**src/rtl/demux1to4_stream.sv**
```systemverilog
// Registered 1-to-4 valid/ready stream demultiplexer, one beat of storage per channel.
// Optional round-robin steering when DEMUX_RR_EN is defined (sel is then ignored).
module demux1to4_stream #(
    parameter int unsigned WIDTH = 8
) (
    input  logic             clk,
    input  logic             rst_n,
    input  logic [WIDTH-1:0] in_data,
    input  logic             in_valid,
    output logic             in_ready,
    input  logic [1:0]       sel,
    output logic [WIDTH-1:0] out0_data,
    output logic [WIDTH-1:0] out1_data,
    output logic [WIDTH-1:0] out2_data,
    output logic [WIDTH-1:0] out3_data,
    output logic [3:0]       out_valid,
    input  logic [3:0]       out_ready,
    output logic [1:0]       dest
);

    logic [WIDTH-1:0] data_q [4];
    logic [3:0]       valid_q;
    logic [3:0]       load;
    logic [3:0]       valid_d;
    logic             accept;

`ifdef DEMUX_RR_EN
    logic [1:0] rr_ptr;
    logic       sel_unused;

    assign sel_unused = ^sel;
    assign dest       = rr_ptr;

    // Pointer advances only on an accepted beat, so a busy channel stalls the input.
    always_ff @(posedge clk or negedge rst_n) begin
        if (!rst_n) begin
            rr_ptr <= '0;
        end else if (accept) begin
            rr_ptr <= rr_ptr + 2'd1;
        end
    end
`else
    assign dest = sel;
`endif

    assign in_ready = ~valid_q[dest] | out_ready[dest];
    assign accept   = in_valid & in_ready;

    always_comb begin
        load    = '0;
        valid_d = '0;
        for (int unsigned k = 0; k < 4; k++) begin
            load[k]    = accept && (dest == 2'(k));
            valid_d[k] = load[k] | (valid_q[k] & ~out_ready[k]);
        end
    end

    always_ff @(posedge clk or negedge rst_n) begin
        if (!rst_n) begin
            valid_q <= '0;
            for (int unsigned k = 0; k < 4; k++) begin
                data_q[k] <= '0;
            end
        end else begin
            valid_q <= valid_d;
            for (int unsigned k = 0; k < 4; k++) begin
                if (load[k]) begin
                    data_q[k] <= in_data;
                end
            end
        end
    end

    assign out_valid = valid_q;
    assign out0_data = data_q[0];
    assign out1_data = data_q[1];
    assign out2_data = data_q[2];
    assign out3_data = data_q[3];

endmodule

```
**config.mk**
```make
export PLATFORM = sky130hd
export DESIGN_NAME = demux1to4_stream
export DESIGN_NICKNAME = d
export VERILOG_FILES = /design/src/rtl/demux1to4_stream.sv
export SDC_FILE = /design/constraint.sdc
export NUM_CORES = 1
export LEC_CHECK = 0
export CORE_UTILIZATION = 38
export CTS_CLUSTER_DIAMETER = 30
export DETAILED_ROUTE_END_ITERATION = 12
export GPL_ROUTABILITY_DRIVEN = 1
export GPL_TIMING_DRIVEN = 0
export PLACE_DENSITY = 0.71
export SYNTH_ARGS = -nofsm -noshare
export SYNTH_HDL_FRONTEND = slang
export SYNTH_SLANG_ARGS = --single-unit
```
**constraint.sdc**
```tcl
create_clock -name clk -period 1.6 [get_ports clk]
set_input_delay 0.48 -clock clk [delete_from_list [all_inputs] [get_ports clk]]
set_output_delay 0.48 -clock clk [all_outputs]
set_load 0.02 [all_outputs]
```
==> results.md <==
- Layout area overhead: 50.8%
- Vias per cell: 4.85
- Synth Cell Area: 1420 um2
- Io pins: 56
- Worst vdd ir: 598 uV
- Final Critical Period: 1.84 ns
- Netlist cell types: 13
- Final setup fails: 1
- Routability cong.: 0.693
- Fin crit share: 1.15
- Combinational fraction of design power: 0.283
- RR Startpoint: out_valid[3]
- Status: complete, but fails checks
- Layout Utilization: 0.621
- First drt pass iteration count: 3
- Switching share of total power: 0.301
- Failing checks: setup timing
- Num rows: 21
- Drt initial violations: 26
- Crit end category: output pin
- Crit path kind: flip-flop to output pin
- Setup ws final: -0.241 ns
- P_leak: 1.02 nW
- Die Y: 63.1 um
- DR vias: 979
- Overall Global Routing Usage: 0.177
- Port bufs: 54
- Wire length per cell: 15.0 um
- H-tree levels: 2
- Maximum clock frequency: 0.543 GHz
- Clock Tree Buf Depth: 2
- Initial antenna violation count: 0
- Total Power: 2.74 mW
- Fillers: 269
- Final wirelength: 3030 um
- Share of post-route cells with drive strength above 1: 0.410
- Hold WC Path Type: input pin to asynchronous set/reset pin
- Unrepaired setup endpoints after global routing: true
- Core area: 3440 um2
- Worst Path Arrival: 1.36 ns
- CP required: 1.12 ns
- Final slew viol count: 0
- Vias in the first global route: 1045
- Die area: 3980 um2
- Hold Vio Cnt, Final: 0
- Clk pwr share: 0.287
- Worst slew pin tran: 0.787 ns
- Max Fanout on Critical Path: 2
- Hpwl dp: 2110 um
- Total CTS buffers: 5
- Drt drc: 0
- Synth Register Bits: 36
- Sinks on Clock Net: 36
- Clock transition at path regs: 0.07 ns
- CTS root buffer: clkbuf_8
- P_int: 1.91 mW
- Pwr per Cell Area: 1280 nW/um2
- Ys Warns: 0
- Syn Inst Count: 90
- Pin count of the biggest net entering global routing: 37
- Syn_nets: 107
- Congestion Overflow GR: 0
- Final Skew: 0.00179 ns
- Post-route ant nets: 0
- Slew Limit Headroom: 0.476
- Worst setup startpoint: out_valid[3]
- ANT cells: 0
- Fin nets: 172
- Flop pwr share: 0.430
- Clk_lat worst skew: 0.29 ns
- Seq/Total Area, Yosys: 0.636
- Mean Syn Cell Area: 15.7 um2
- Global-route wire length before repair: 5230 um
- Hold slack: 0.270 ns
- CTS tree: built
- Reg2reg setup slack: 0.19 ns
- Die width: 63.1 um
- Initial Util: 0.411
- Max-capacitance violation count: 0
- P_sw: 0.825 mW
- Worst setup SP type: flip-flop
==> power groups by stage <==
stage          logic (mW)  clock network (mW)  registers [mW]
3_5_place_dp        0.909                   0            1.20
4_1_cts             0.786               0.809            1.18
5_1_grt             0.829               0.843            1.20
2_1_floorplan       0.208                   0            1.42
6_report            0.776               0.786            1.18
3_3_place_gp        0.896                   0            1.20
==> final timing paths <==
path	endpoint	depth (start not counted)
min reg2reg	out2_data[5]	1
min in group clk	out_valid[2]	3
max in group asynchronous	out3_data[6]	1
min	out_valid[0]	1
max reg2reg	out3_data[3]	5
max	in_ready	3
==> cell families after synthesis <==
logic type,share of synthesized area
flip-flops,0.636
multiplexers,0.270
AND/OR/NAND/NOR,0.0689
buffers and inverters,0.0212
AO/OA/AOI/OAI,0.00353
==> cells in the mapped netlist (all sizes together) <==
library cell | n | share of area
nor3b | 1 | 0.013
dfrtp | 36 | 0.64
mux2 | 32 | 0.25
and3 | 1 | 0.0044
nand3b | 1 | 0.0079
nand2 | 5 | 0.013
nand3 | 1 | 0.0035
nand2b | 4 | 0.018
o21ai | 1 | 0.0035
buf | 5 | 0.021
mux4 | 1 | 0.016
nor2b | 2 | 0.0088
==> what timing repair did <==
item                       4_1_cts  5_1_grt
cloned                           0        0
gates resized for setup         63        0
buffers inserted                 4        0
hold buffers                     0        0
pin swaps                        1        0
setup endpoints to repair       71        1
==> routing by layer <==
layer	GRT usage	share of wire	vias to the layer above
met3	0.0543	0.063	13
met5	0	0	-
met4	0.122	0.040	0
met1	0.202	0.42	481
li1	-	-	444
met2	0.282	0.48	41
==> state kept, by name (all words and copies together), names as in the netlist <==
register,cells
out0_data,8
out1_data,8
out2_data,8
out3_data,8
out_valid,4
==> worst max-delay path, stage by stage, from the launching register on <==
cell and delay (ns):
dfrtp_1 0.40, nand2b_4 0.06, mux4_2 0.47, buf_6 0.15
==> stage by stage <==
step | setup TNS [ns] | cell area (um2) | setup slack (ns) | instances
2_1_floorplan | -0.0206 | 1460 | -0.0206 | 90
4_1_cts | -0.259 | 2140 | -0.259 | 202
5_1_grt | -0.301 | 2140 | -0.301 | 202
3_5_place_dp | -17.54 | 2050 | -0.914 | 190
6_report | -0.241 | 2140 | -0.241 | 202
3_3_place_gp | -41.59 | 2050 | -0.930 | 190
==> cell type report <==
type / instances / area (um2) / share of cell area
sequential: 36 / 901 / 0.422
multi-input combinational: 49 / 518 / 0.243
timing repair buffer: 58 / 505 / 0.237
clock buffer: 5 / 68.8 / 0.0322
tap: 46 / 57.6 / 0.0269
clock inverter: 3 / 42.5 / 0.0199
buffer: 5 / 42.5 / 0.0199
==> placed cells by master, fill, tap and decap left out <==
cell type / netlist / final
dlygate4sd2_1: 0 / 39
dfrtp_1: 36 / 36
mux2_2: 32 / 32
clkdlybuf4s50_1: 0 / 8
buf_2: 3 / 7
buf_4: 2 / 6
clkbuf_8: 0 / 5
nand2b_4: 0 / 4
nand2_1: 5 / 4
nor2b_1: 2 / 2
buf_8: 0 / 1
mux4_2: 1 / 1
nand3b_2: 1 / 1
nand2_2: 0 / 1
o21ai_0: 1 / 1
nand3_1: 1 / 1
nor3b_4: 1 / 1
and3_1: 1 / 1
bufinv_16: 0 / 1
clkinvlp_4: 0 / 1
clkinv_2: 0 / 1
buf_6: 0 / 1
buf_12: 0 / 1
Note: power is estimated with default switching activity, not from simulation.
